--- config.mk ---
export PLATFORM = sky130hd
export DESIGN_NAME = interrupt_ctrl
export DESIGN_NICKNAME = d
export VERILOG_FILES = /design/src/rtl/interrupt_ctrl.sv
export SDC_FILE = /design/constraint.sdc
export NUM_CORES = 1
export LEC_CHECK = 0
export ABC_AREA = 1
export BUFFER_PORTS_ARGS = -buffer_cell sky130_fd_sc_hd__buf_2
export CAP_MARGIN = 20
export CORE_UTILIZATION = 31
export CTS_CLUSTER_SIZE = 24
export DETAILED_ROUTE_END_ITERATION = 8
export PLACE_DENSITY = 0.77
export SYNTH_ARGS = -nofsm -noshare
export SYNTH_HDL_FRONTEND = slang
export SYNTH_SLANG_ARGS = --single-unit
--- constraint.sdc ---
create_clock -name clk_i -period 1.17 [get_ports clk_i]
set_input_delay 0.0585 -clock clk_i [delete_from_list [all_inputs] [get_ports clk_i]]
set_output_delay 0.0585 -clock clk_i [all_outputs]
set_load 0.005 [all_outputs]
--- src/rtl/interrupt_ctrl.sv ---
// Single-level interrupt controller: it latches the highest-priority pending line,
// issues a one-cycle trap request, waits for MRET, then acknowledges that line.
module interrupt_ctrl (
  input  logic        clk_i,
  input  logic        rst_i,
  input  logic [15:0] irq_i,
  input  logic [31:0] mie_i,
  input  logic        stall_i,
  input  logic        mret_i,
  output logic        int_o,
  output logic [31:0] mcause_o,
  output logic [15:0] irq_ret_o,
  output logic        busy_o
);

  typedef enum logic [1:0] {IDLE, TRAP, BUSY, ACK} state_t;

  state_t      state_q, state_d;
  logic [3:0]  idx_q;
  logic [31:0] mcause_q;
  logic [15:0] pend;
  logic        accept;
  logic        unused_mie_hi;

  // Bit 0 has the highest priority, so scan downward and keep the last hit.
  function automatic logic [3:0] lowest_set(input logic [15:0] v);
    logic [3:0] r;
    r = 4'd0;
    for (int i = 15; i >= 0; i--) begin
      if (v[i]) r = 4'(i);
    end
    return r;
  endfunction

  assign pend          = irq_i & mie_i[15:0];
  assign unused_mie_hi = ^mie_i[31:16];

  always_comb begin
    state_d   = state_q;
    accept    = 1'b0;
    int_o     = 1'b0;
    irq_ret_o = '0;
    busy_o    = (state_q != IDLE);
    unique case (state_q)
      IDLE: begin
        if (pend != '0 && !stall_i) begin
          accept  = 1'b1;
          state_d = TRAP;
        end
      end
      TRAP: begin
        int_o   = 1'b1;
        state_d = BUSY;
      end
      BUSY: begin
        if (mret_i) state_d = ACK;
      end
      ACK: begin
        irq_ret_o = 16'b1 << idx_q;
        state_d   = IDLE;
      end
      default: state_d = IDLE;
    endcase
  end

  // The source index and cause are committed only on the edge that enters TRAP.
  always_ff @(posedge clk_i) begin
    if (rst_i) begin
      state_q  <= IDLE;
      idx_q    <= '0;
      mcause_q <= '0;
    end else begin
      state_q <= state_d;
      if (accept) begin
        idx_q    <= lowest_set(pend);
        mcause_q <= {1'b1, 26'b0, 1'b1, lowest_set(pend)};
      end
    end
  end

  assign mcause_o = mcause_q;

endmodule

==> impl_metrics.py <==
metrics = {
    "layout": {
        "synthToLayoutAreaGrowth_pct": 39.7,
        "num_antenna_cells": 0,
        "fin_nets": 269,
        "layout_common_cells": "buf_2 (58), nand2_1 (34), conb_1 (26)",
        "layout_commonest_cell": "buf_2",
        "drive_gt1_frac": 0.483,
        "final_core_util": 0.462,
    },
    "floorplan": {
        "pin_count": 102,
        "initial_utilization": 0.331,
        "die_y_um": 56.7,
        "die-width_um": 56.7,
        "coreArea_mm2": 0.00281,
        "std_cell_rows": 19,
        "die_area_mm2": 0.00321,
    },
    "power": {
        "p_per_area_mw_per_mm2": 1390,
        "p_leak_nw": 0.747,
        "irDropWorstVdd_v": 0.000825,
    },
    "setup_path": {
        "critPathRequiredTime_ps": 1110,
        "slowest_stage": "dfxtp_2",
        "end_kind": "output port",
        "critical_path_class": "reg2out",
        "path_max_fanout": 8,
        "slowest_delay_ps": 350,
        "startpoint": "state_q[0]",
        "crit_chain": "buf_6 > ha_4 > nand2_4 > nor2_1 > buf_2",
        "worstSetupStartpointType": "flip-flop",
        "r2r-start": "state_q[0]",
        "cp_data_arrival_time_ps": 1160,
    },
    "clock_tree": {
        "cts_made_buffers": 3,
        "cts-htree-levels": 1,
        "clk_path_buf_depth": 2,
        "clk_latency_ps": 250,
        "path_clk_slew_ps": 50,
        "cts_tree": "done",
        "cts_num_sinks": 7,
        "root_buffer": "clkbuf_4",
        "hold_buffers": 0,
    },
    "sta": {
        "final_hold_viol_count": 0,
        "finalSetupTns_ps": -544,
        "setup_viol": 16,
        "drv_slew": 0,
        "rsz0062_at_grt": "yes",
        "period_share": 1.04,
        "finalCriticalPeriod_ps": 1220,
        "skew_ps": 0.690,
        "fmax_mhz": 819,
        "setup_ws_ps": -51.7,
    },
    "flow_run": {
        "cap_violations": 0,
    },
    "place": {
        "place.gp.congestion": 0.736,
        "port_buffers": 59,
        "dp_hpwl_um": 1710,
    },
    "synth": {
        "ys_ff_latch": 7,
        "synth_cell_types": 26,
        "synth_area_um2": 927,
        "avgSynthCellArea_um2": 6.39,
        "yosys_most_used_dff": "dfxtp_1",
        "synthArstFlopShare": 0,
        "seq_area_frac_synth": 0.151,
        "synth_cells": 145,
        "synth_edf_count": 0,
        "yosysWarningCount": 0,
    },
    "grt": {
        "grt_overflow": 0,
        "grt_usage": 0.136,
        "grt_pass1_vias": 866,
        "grt_pass1_wl_um": 3470,
        "grt_max_degree": 9,
        "antenna_found_initial": 0,
    },
    "route": {
        "ant_nets": 0,
        "vias_per_cell": 4.14,
        "vias": 1002,
        "drt_wl_total_um": 2050,
        "drtIter0Drc": 41,
        "wl_per_cell_um": 8.49,
        "dr.pass1.iters": 6,
        "drcViolationCount": 16,
    },
    "hold_path": {
        "min_from": "rst_i",
        "min_path_type": "in2reg",
    },
    "status": {
        "status": "finished, violations left",
        "violations": "design-rule violations, negative setup slack",
    },
}
-- report_power, final --
| part | leakage [nW] | internal (W) | switching [W] |
|---|---|---|---|
| clock | 0.0150 | 0.000130 | 0.0000934 |
| sequential | 0.0592 | 0.000339 | 0.000110 |
| combinational | 0.672 | 0.000539 | 0.000593 |
-- worst max-delay path, delay by kind of cell (launching register included) --
kind                     cells  cell delay (ps)
buffers and inverters        2              220
flip-flops                   1              350
AND/OR/NAND/NOR              2              190
adder cells (fa/ha/maj)      1              140
-- Yosys cell counts (all sizes together) (2+ instances only) --
cell type  number  area share
inv            11       0.045
nor2           25        0.11
o21bai          2       0.028
nand3           8       0.043
ha              5       0.067
a21oi           4       0.030
dfxtp           7        0.15
buf            27        0.22
nand2          44        0.20
o21ai           4       0.034
a211oi          2       0.022
-- through the flow --
step	cells	hold WS, ps	power (W)	setup slack, ps	area (µm²)
floorplan	170	131	0.00107	18.7	1020
global placement	237	291	0.00133	-20.1	1180
detailed placement	237	295	0.00136	-38.5	1180
CTS	241	14.7	0.00169	-52.6	1250
global route	242	9.65	0.00198	-135	1290
finish	242	26.6	0.00180	-51.7	1290
-- flip-flops by register name (all words and copies together) (netlist names) --
| register | count |
|---|---|
| state_q | 2 |
| idx_q | 3 |
| mcause_o | 2 |
-- repair_timing --
| action | CTS | global route |
|---|---|---|
| gates resized for setup | 11 | 12 |
| setup endpoints to repair | 21 | 23 |
| pin swaps | 18 | 1 |
| setup buffers | 0 | 1 |
-- layer usage --
metal / routed length [µm] / global-route usage
met5: 0 / 0
met4: 8 / 0.0321
met1: 832 / 0.148
met2: 1040 / 0.240
met3: 172 / 0.0576
-- worst paths after layout --
check                                    end  slack, ps  cells after the start
worst max-delay path            irq_ret_o[2]        -50                      5
worst min-delay path              state_q[0]         30                      2
worst max register to register    state_q[0]         10                      6
worst min register to register   mcause_o[4]        480                      1
-- logic make-up (layout without fill, tap and decap cells) --
logic type                 after synthesis  after routing  share of synthesized area
AOI/OAI and AO/OA                       16             16                      0.146
buffers and inverters                   38             79                      0.263
and+or+nand+nor                         78             78                      0.368
DFF                                      7              7                      0.151
other                                    1             26                    0.00404
adders and majority gates                5              5                     0.0675
-- cell type report --
| type | count | area (µm²) |
|---|---|---|
| Multi-Input combinational cell | 125 | 696 |
| Sequential cell | 7 | 146 |
| Inverter | 11 | 41.3 |
| Tap cell | 31 | 38.8 |
| Fill cell | 329 | 1510 |
| Clock buffer | 4 | 26.3 |
| Timing Repair Buffer | 64 | 347 |
Note: power is estimated with default switching activity, not from simulation.
